===== src/rtl/rm_stage_arb_if.sv =====
// rm_stage_arb_if: stream, report-capture and report-FIFO signals of rm_stage_arb.
// master = producer/consumer side, slave = the stage itself.
interface rm_stage_arb_if #(
    parameter int unsigned SYM_W      = 8,
    parameter int unsigned NUM_CH     = 40,
    parameter int unsigned IDX_W      = 6,
    parameter int unsigned TS_W       = 16,
    parameter int unsigned FIFO_DEPTH = 8
);
    localparam int unsigned LW = $clog2(FIFO_DEPTH) + 1;

    logic              run;
    logic [SYM_W-1:0]  top_symbols;
    logic              flush;
    logic [NUM_CH-1:0] rpt_in;
    logic [SYM_W-1:0]  out_symbols;
    logic              out_flush;
    logic              rpt_valid;
    logic              rpt_ready;
    logic [IDX_W-1:0]  rpt_chan;
    logic [TS_W-1:0]   rpt_ts;
    logic              rpt_overflow;
    logic              rpt_clear;
    logic [LW-1:0]     fifo_level;

    modport master (
        output run, top_symbols, flush, rpt_in, rpt_ready, rpt_clear,
        input  out_symbols, out_flush, rpt_valid, rpt_chan, rpt_ts, rpt_overflow, fifo_level
    );

    modport slave (
        input  run, top_symbols, flush, rpt_in, rpt_ready, rpt_clear,
        output out_symbols, out_flush, rpt_valid, rpt_chan, rpt_ts, rpt_overflow, fifo_level
    );
endinterface


===== src/rtl/rm_stage_arb.sv =====
// rm_stage_arb: symbol pipeline stage plus round-robin report arbiter feeding a FWFT report FIFO.
// Define RM_STAGE_TIMESTAMP_EN to timestamp each report with the enqueue-cycle count.
module rm_stage_arb #(
    parameter int unsigned SYM_W      = 8,
    parameter int unsigned NUM_CH     = 40,
    parameter int unsigned IDX_W      = 6,
    parameter int unsigned TS_W       = 16,
    parameter int unsigned FIFO_DEPTH = 8
) (
    input  logic         clk,
    input  logic         reset,
    rm_stage_arb_if.slave bus
);
    localparam int unsigned AW = $clog2(FIFO_DEPTH);
    localparam int unsigned LW = AW + 1;

    logic [SYM_W-1:0]  r_out_sym;
    logic              r_out_flush;
    logic [NUM_CH-1:0] r_pend;
    logic [IDX_W-1:0]  r_rr_ptr;
    logic [IDX_W-1:0]  r_mem_chan [FIFO_DEPTH];
    logic [AW-1:0]     r_wptr;
    logic [AW-1:0]     r_rptr;
    logic [LW-1:0]     r_level;
    logic              r_ovf;

    logic              w_restart;
    logic              w_valid;
    logic              w_full;
    logic              w_pop;
    logic              w_push;
    logic [NUM_CH-1:0] w_capture;
    logic [NUM_CH-1:0] w_gnt_vec;
    logic [NUM_CH-1:0] w_pend_nxt;
    logic              w_ovf_set;
    logic              w_lo_vld;
    logic              w_hi_vld;
    logic [IDX_W-1:0]  w_lo_idx;
    logic [IDX_W-1:0]  w_hi_idx;
    logic [IDX_W-1:0]  w_gnt_idx;
    logic [IDX_W-1:0]  w_rr_nxt;

    assign w_restart = bus.run & bus.flush;
    assign w_valid   = (r_level != '0);
    assign w_full    = (r_level == LW'(FIFO_DEPTH));
    assign w_pop     = w_valid & bus.rpt_ready;
    assign w_capture = bus.run ? bus.rpt_in : '0;

    // Lowest pending index overall and lowest at/above rr_ptr; the latter wins when present.
    always_comb begin
        w_lo_vld = 1'b0;
        w_hi_vld = 1'b0;
        w_lo_idx = '0;
        w_hi_idx = '0;
        for (int i = int'(NUM_CH) - 1; i >= 0; i--) begin
            if (r_pend[IDX_W'(i)]) begin
                w_lo_vld = 1'b1;
                w_lo_idx = IDX_W'(i);
                if (IDX_W'(i) >= r_rr_ptr) begin
                    w_hi_vld = 1'b1;
                    w_hi_idx = IDX_W'(i);
                end
            end
        end
    end

    assign w_gnt_idx  = w_hi_vld ? w_hi_idx : w_lo_idx;
    assign w_push     = w_lo_vld & (~w_full | w_pop);
    assign w_gnt_vec  = w_push ? (NUM_CH'(1) << w_gnt_idx) : '0;
    assign w_rr_nxt   = (w_gnt_idx == IDX_W'(NUM_CH - 1)) ? '0 : w_gnt_idx + IDX_W'(1);
    assign w_pend_nxt = (r_pend & ~w_gnt_vec) | w_capture;
    // A new event on a channel still waiting for its grant is merged and lost.
    assign w_ovf_set  = ~w_restart & (|(w_capture & r_pend & ~w_gnt_vec));

    always_ff @(posedge clk or negedge reset) begin
        if (!reset) begin
            r_out_sym   <= '0;
            r_out_flush <= 1'b0;
            r_pend      <= '0;
            r_rr_ptr    <= '0;
            r_wptr      <= '0;
            r_rptr      <= '0;
            r_level     <= '0;
            r_ovf       <= 1'b0;
        end else begin
            if (bus.run) begin
                r_out_sym   <= bus.top_symbols;
                r_out_flush <= bus.flush;
            end
            if (w_restart) begin
                r_pend   <= '0;
                r_rr_ptr <= '0;
                r_wptr   <= '0;
                r_rptr   <= '0;
                r_level  <= '0;
            end else begin
                r_pend <= w_pend_nxt;
                if (w_push) begin
                    r_rr_ptr <= w_rr_nxt;
                    r_wptr   <= r_wptr + AW'(1);
                end
                if (w_pop) begin
                    r_rptr <= r_rptr + AW'(1);
                end
                case ({w_push, w_pop})
                    2'b10:   r_level <= r_level + LW'(1);
                    2'b01:   r_level <= r_level - LW'(1);
                    default: r_level <= r_level;
                endcase
            end
            if (w_ovf_set) begin
                r_ovf <= 1'b1;
            end else if (bus.rpt_clear) begin
                r_ovf <= 1'b0;
            end
        end
    end

    // Storage needs no reset: entries are only visible while the level is non-zero.
    always_ff @(posedge clk) begin
        if (w_push && !w_restart) begin
            r_mem_chan[r_wptr] <= w_gnt_idx;
        end
    end

`ifdef RM_STAGE_TIMESTAMP_EN
    logic [TS_W-1:0] r_ts;
    logic [TS_W-1:0] r_mem_ts [FIFO_DEPTH];

    always_ff @(posedge clk or negedge reset) begin
        if (!reset) begin
            r_ts <= '0;
        end else if (bus.run) begin
            r_ts <= bus.flush ? '0 : r_ts + TS_W'(1);
        end
    end

    always_ff @(posedge clk) begin
        if (w_push && !w_restart) begin
            r_mem_ts[r_wptr] <= r_ts;
        end
    end

    assign bus.rpt_ts = w_valid ? r_mem_ts[r_rptr] : '0;
`else
    assign bus.rpt_ts = TS_W'(0);
`endif

    assign bus.out_symbols  = r_out_sym;
    assign bus.out_flush    = r_out_flush;
    assign bus.rpt_valid    = w_valid;
    assign bus.rpt_chan     = w_valid ? r_mem_chan[r_rptr] : '0;
    assign bus.rpt_overflow = r_ovf;
    assign bus.fifo_level   = r_level;
endmodule


===== src/flat_wrapper.sv =====
// flat-port wrapper written by rule: the top's interface ports become plain ports
module rm_stage_arb_flat 
#(
    parameter int unsigned SYM_W      = 8,
    parameter int unsigned NUM_CH     = 40,
    parameter int unsigned IDX_W      = 6,
    parameter int unsigned TS_W       = 16,
    parameter int unsigned FIFO_DEPTH = 8
)
  (clk, reset, bus_run, bus_top_symbols, bus_flush, bus_rpt_in, bus_rpt_ready, bus_rpt_clear, bus_out_symbols, bus_out_flush, bus_rpt_valid, bus_rpt_chan, bus_rpt_ts, bus_rpt_overflow, bus_fifo_level);
  rm_stage_arb_if #(.SYM_W(SYM_W), .NUM_CH(NUM_CH), .IDX_W(IDX_W), .TS_W(TS_W), .FIFO_DEPTH(FIFO_DEPTH)) bus_i ();
  input  logic clk;
  input  logic reset;
  input wire logic [$bits(bus_i.run)-1:0] bus_run;
  input wire logic [$bits(bus_i.top_symbols)-1:0] bus_top_symbols;
  input wire logic [$bits(bus_i.flush)-1:0] bus_flush;
  input wire logic [$bits(bus_i.rpt_in)-1:0] bus_rpt_in;
  input wire logic [$bits(bus_i.rpt_ready)-1:0] bus_rpt_ready;
  input wire logic [$bits(bus_i.rpt_clear)-1:0] bus_rpt_clear;
  output wire logic [$bits(bus_i.out_symbols)-1:0] bus_out_symbols;
  output wire logic [$bits(bus_i.out_flush)-1:0] bus_out_flush;
  output wire logic [$bits(bus_i.rpt_valid)-1:0] bus_rpt_valid;
  output wire logic [$bits(bus_i.rpt_chan)-1:0] bus_rpt_chan;
  output wire logic [$bits(bus_i.rpt_ts)-1:0] bus_rpt_ts;
  output wire logic [$bits(bus_i.rpt_overflow)-1:0] bus_rpt_overflow;
  output wire logic [$bits(bus_i.fifo_level)-1:0] bus_fifo_level;
  assign bus_i.run = bus_run;
  assign bus_i.top_symbols = bus_top_symbols;
  assign bus_i.flush = bus_flush;
  assign bus_i.rpt_in = bus_rpt_in;
  assign bus_i.rpt_ready = bus_rpt_ready;
  assign bus_i.rpt_clear = bus_rpt_clear;
  assign bus_out_symbols = bus_i.out_symbols;
  assign bus_out_flush = bus_i.out_flush;
  assign bus_rpt_valid = bus_i.rpt_valid;
  assign bus_rpt_chan = bus_i.rpt_chan;
  assign bus_rpt_ts = bus_i.rpt_ts;
  assign bus_rpt_overflow = bus_i.rpt_overflow;
  assign bus_fifo_level = bus_i.fifo_level;
  rm_stage_arb #(.SYM_W(SYM_W), .NUM_CH(NUM_CH), .IDX_W(IDX_W), .TS_W(TS_W), .FIFO_DEPTH(FIFO_DEPTH)) u_core (.clk(clk), .reset(reset), .bus(bus_i));
endmodule

===== config.mk =====
export PLATFORM = sky130hd
export DESIGN_NAME = rm_stage_arb_flat
export DESIGN_NICKNAME = d
export VERILOG_FILES = /design/src/rtl/rm_stage_arb_if.sv /design/src/rtl/rm_stage_arb.sv /design/src/flat_wrapper.sv
export SDC_FILE = /design/constraint.sdc
export NUM_CORES = 1
export LEC_CHECK = 0
export ABC_AREA = 0
export BUFFER_PORTS_ARGS = -buffer_cell sky130_fd_sc_hd__buf_4
export CAP_MARGIN = 20
export CORE_ASPECT_RATIO = 1.1
export CORE_MARGIN = 3
export CORE_UTILIZATION = 58
export CTS_CLUSTER_SIZE = 10
export DETAILED_ROUTE_END_ITERATION = 7
export PLACE_DENSITY = 0.81
export SYNTH_ARGS = -nofsm -noshare
export SYNTH_HDL_FRONTEND = slang
export SYNTH_SLANG_ARGS = --single-unit

===== constraint.sdc =====
create_clock -name clk -period 5.3 [get_ports clk]
set_input_delay 0.53 -clock clk [delete_from_list [all_inputs] [get_ports clk]]
set_output_delay 0.53 -clock clk [all_outputs]
set_load 0.02 [all_outputs]

==> impl_metrics.tcl <==
set metrics [dict create \
    post_cts_resized 0 \
    htreeDepth 3 \
    arrival_ps 5100 \
    peakVddDrop_uv 392 \
    p_per_area_mw_per_mm2 631 \
    first_pass_iters 6 \
    r2r_setup_slack_ps 430 \
    critPathCaptureType "flip-flop" \
    clockRootBuffer "clkbuf_16" \
    max_freq_ghz 0.205 \
    syn_inst 649 \
    sequentialPowerShare_pct 34.0 \
    diodes 0 \
    hold_ws_ps 267 \
    slew_viol_final 0 \
    globalplace.congestion 1.01 \
    antenna_found_initial 0 \
    drive_gt1_share_pct 20.1 \
    maxCapViolations 0 \
    fin_setup_tns_ps 0 \
    reg2reg_depth 19 \
    initialDrtViolationCount 617 \
    cts.clk_slew.worst_paths_ps 80 \
    vias 5550 \
    post-route-period-util_pct 91.8 \
    cts_tree "done" \
    grt_pass1_wl_um 28000 \
    drc_errors 0 \
    relSlewSlack_pct 30.1 \
    postCtsSetupBuffers 0 \
    yosys.area.top_type_share_pct 26.3 \
    grt_overflow_total 0 \
    gr-usage-all-layers_pct 29.6 \
    numCtsBuffers 9 \
    synth-edff-count 40 \
    grt_pass1_vias 5478 \
    power.switching_mw 2.09 \
    clk_path_buf_depth 2 \
    dpl.hpwl_um 12700 \
    finalSetupViolations 0 \
    ys_types 78 \
    ys_top_cells_by_area "dfrtp_1 26%, edfxtp_1 19%, a21oi_1 4.9%" \
    cts.sinks 106 \
    internal_power_mw 2.40 \
    power_mw 4.49 \
    avgRoutedWirePerCell_um 20.6 \
    clkPwrFrac_pct 15.7 \
    finalNetCount 768 \
    finalHoldViolCount 0 \
    routed_wirelength_um 17500 \
    critPathMaxFanout 26 \
    post-route-min-period_ps 4870 \
    die_h_um 115 \
    hold_buffers 0 \
    yosysSeqAreaShare_pct 45.5 \
    syn_area_per_cell_um2 9.67 \
    synthArstFlopShare_pct 62.3 \
    pin_count 91 \
    initial_core_util_pct 59.8 \
    clock-skew-final_ps 7.80 \
    required_ps 5530 \
    yosys_warnings 0 \
    rsz0062_at_grt "false" \
    ys_seq_elements 106 \
    grt_max_degree 67 \
    postRouteAntennaNets 0 \
    vias_per_cell 6.52 \
    p_leak_nw 2.94 \
    crit_type "reg2reg" \
    switching_share_pct 46.6 \
    core_area_mm2 0.0105 \
    synth_largest_area_cell "dfrtp_1" \
    start_kind "flip-flop" \
    num_rows 39 \
    io_buffers 73 \
    r2r-start "u_core.r_rr_ptr[3]" \
    fp.dieArea_mm2 0.0121 \
    syn_to_final_growth_pct 13.5 \
    dieWidth_um 105 \
    hold_path_class "in2async" \
    syn_area_mm2 0.00628 \
    ys.flop_type "dfrtp_1" \
    rr_endpoint "u_core.bus.rpt_overflow" \
    status "completed" \
    insertion_delay_ps 350 \
    p_comb_share_pct 50.3 \
    tightest_slew_ps 1040 \
]
==> layer usage <==
layer	global-route usage, %	wire, um	vias up
li1	-	-	2463
met1	40.4	7140	2703
met2	46.9	8190	335
met3	6.34	1710	49
met4	11.3	497	0
met5	0	0	-
==> cell type report <==
| cell class | count | area [um^2] |
|---|---|---|
| tap | 143 | 179 |
| timing repair buffer | 80 | 598 |
| fill | 815 | 3370 |
| sequential | 106 | 2850 |
| inverter | 30 | 113 |
| multi-input combinational | 476 | 3070 |
| clock inverter | 6 | 81.3 |
| clock buffer | 10 | 229 |
==> metrics by stage <==
step           util, %  worst slack [ps]  std cells  area, um^2
6_report          67.9               433        851        7120
5_1_grt           67.9              63.1        851        7120
4_1_cts           67.8               503        850        7120
3_5_place_dp      64.9               526        834        6810
3_3_place_gp      64.9               701        834        6810
2_1_floorplan        -               906        666        6340
==> cells by family (layout without fill, tap and decap cells) <==
kind of cell               after synthesis  count (layout)  synth area share, %
muxes                                   24              24                 5.98
AOI/OAI and AO/OA                      186             186                 20.7
buffers and inverters                   84             126                 6.70
other                                    1              18               0.0598
xor gates and xnor gates                 9               9                 1.26
adders and majority gates               13              13                 2.51
and+or+nand+nor                        226             226                 17.4
DFF                                    106             106                 45.5
==> flip-flops by register name, indices dropped and copies added, names as in the netlist <==
name / cells
u_core.r_wptr: 3
u_core.r_mem_chan: 40
u_core.r_pend: 40
u_core.bus.out_flush: 1
u_core.bus.rpt_overflow: 1
u_core.r_rptr: 3
u_core.r_rr_ptr: 6
u_core.bus.fifo_level: 4
u_core.bus.out_symbols: 8
==> layout by cell type (no fill, tap or decap), types with 3 or more instances in the layout <==
cell type and instances:
and3_1 4, a21oi_1 62, nor2_1 60, nand3_2 3, nand4_1 11, xnor2_1 3
o211ai_1 6, inv_1 30, o21a_1 5, mux2i_1 6, a31o_2 3, dfrtp_1 66
nand2b_1 7, o221ai_1 3, nor3b_1 3, and2_1 3, a221oi_2 3, or2_2 4
mux4_2 10, ha_1 11, a22oi_1 14, o2111ai_1 5, mux2_2 8, a21o_1 5
clkbuf_16 9, nand2_1 70, o21ai_0 28, a32o_1 3, nand3_1 30, nor2b_1 7
edfxtp_1 40, buf_4 79, conb_1 18, a211oi_1 4, nor3_1 7, o31ai_1 5
a22o_1 4, a31oi_1 5, xor2_1 6
==> how the worst max path moves through the flow <==
stage                                   from                 endpoint  slack, ps  cells after the start
after CTS                 u_core.r_rr_ptr[1]  u_core.bus.rpt_overflow        500                     19
after detailed placement  u_core.r_rr_ptr[1]  u_core.bus.rpt_overflow        530                     19
after global placement    u_core.r_rr_ptr[1]  u_core.bus.rpt_overflow        700                     19
after global routing      u_core.r_rr_ptr[1]  u_core.bus.rpt_overflow         60                     18
final                     u_core.r_rr_ptr[3]  u_core.bus.rpt_overflow        430                     19
after floorplan           u_core.r_rr_ptr[2]  u_core.bus.rpt_overflow        910                     21
==> synthesized netlist by cell type, types with 5 or more instances <==
| library cell | instances |
|---|---|
| a21o_1 | 5 |
| a21oi_1 | 62 |
| a22oi_1 | 14 |
| a31oi_1 | 5 |
| buf_1 | 7 |
| buf_2 | 6 |
| buf_4 | 24 |
| clkbuf_1 | 16 |
| dfrtp_1 | 66 |
| edfxtp_1 | 40 |
| ha_1 | 11 |
| inv_1 | 30 |
| mux2_2 | 8 |
| mux2i_1 | 6 |
| mux4_2 | 10 |
| nand2_1 | 70 |
| nand2b_1 | 7 |
| nand3_1 | 30 |
| nand4_1 | 11 |
| nor2_1 | 60 |
| nor2b_1 | 7 |
| nor3_1 | 7 |
| o2111ai_1 | 5 |
| o211ai_1 | 6 |
| o21a_1 | 5 |
| o21ai_0 | 28 |
| o31ai_1 | 5 |
| xor2_1 | 6 |
==> critical path, cell delays in order, from the launching register on <==
cell and delay, ps:
dfrtp_1 880, o2111ai_1 280, a32o_1 340, a21oi_1 170, a211oi_1 100, o211ai_1 260
a21oi_1 140, a22oi_1 160, buf_4 200, ha_1 220, ha_1 270, inv_1 80
nand4_1 90, nand4_1 90, a2111oi_1 340, o2111ai_1 220, nor4_1 280, nand4_1 120
o41ai_1 370, nand3b_1 120
==> power by group through the flow <==
stage,sequential [mW],combinational (mW),clock [mW]
3_5_place_dp,1.53,2.20,0
2_1_floorplan,1.35,1.67,0
5_1_grt,1.56,2.45,0.742
4_1_cts,1.52,2.21,0.714
3_3_place_gp,1.50,2.14,0
6_report,1.53,2.26,0.707
Note: power is estimated with default switching activity, not from simulation.
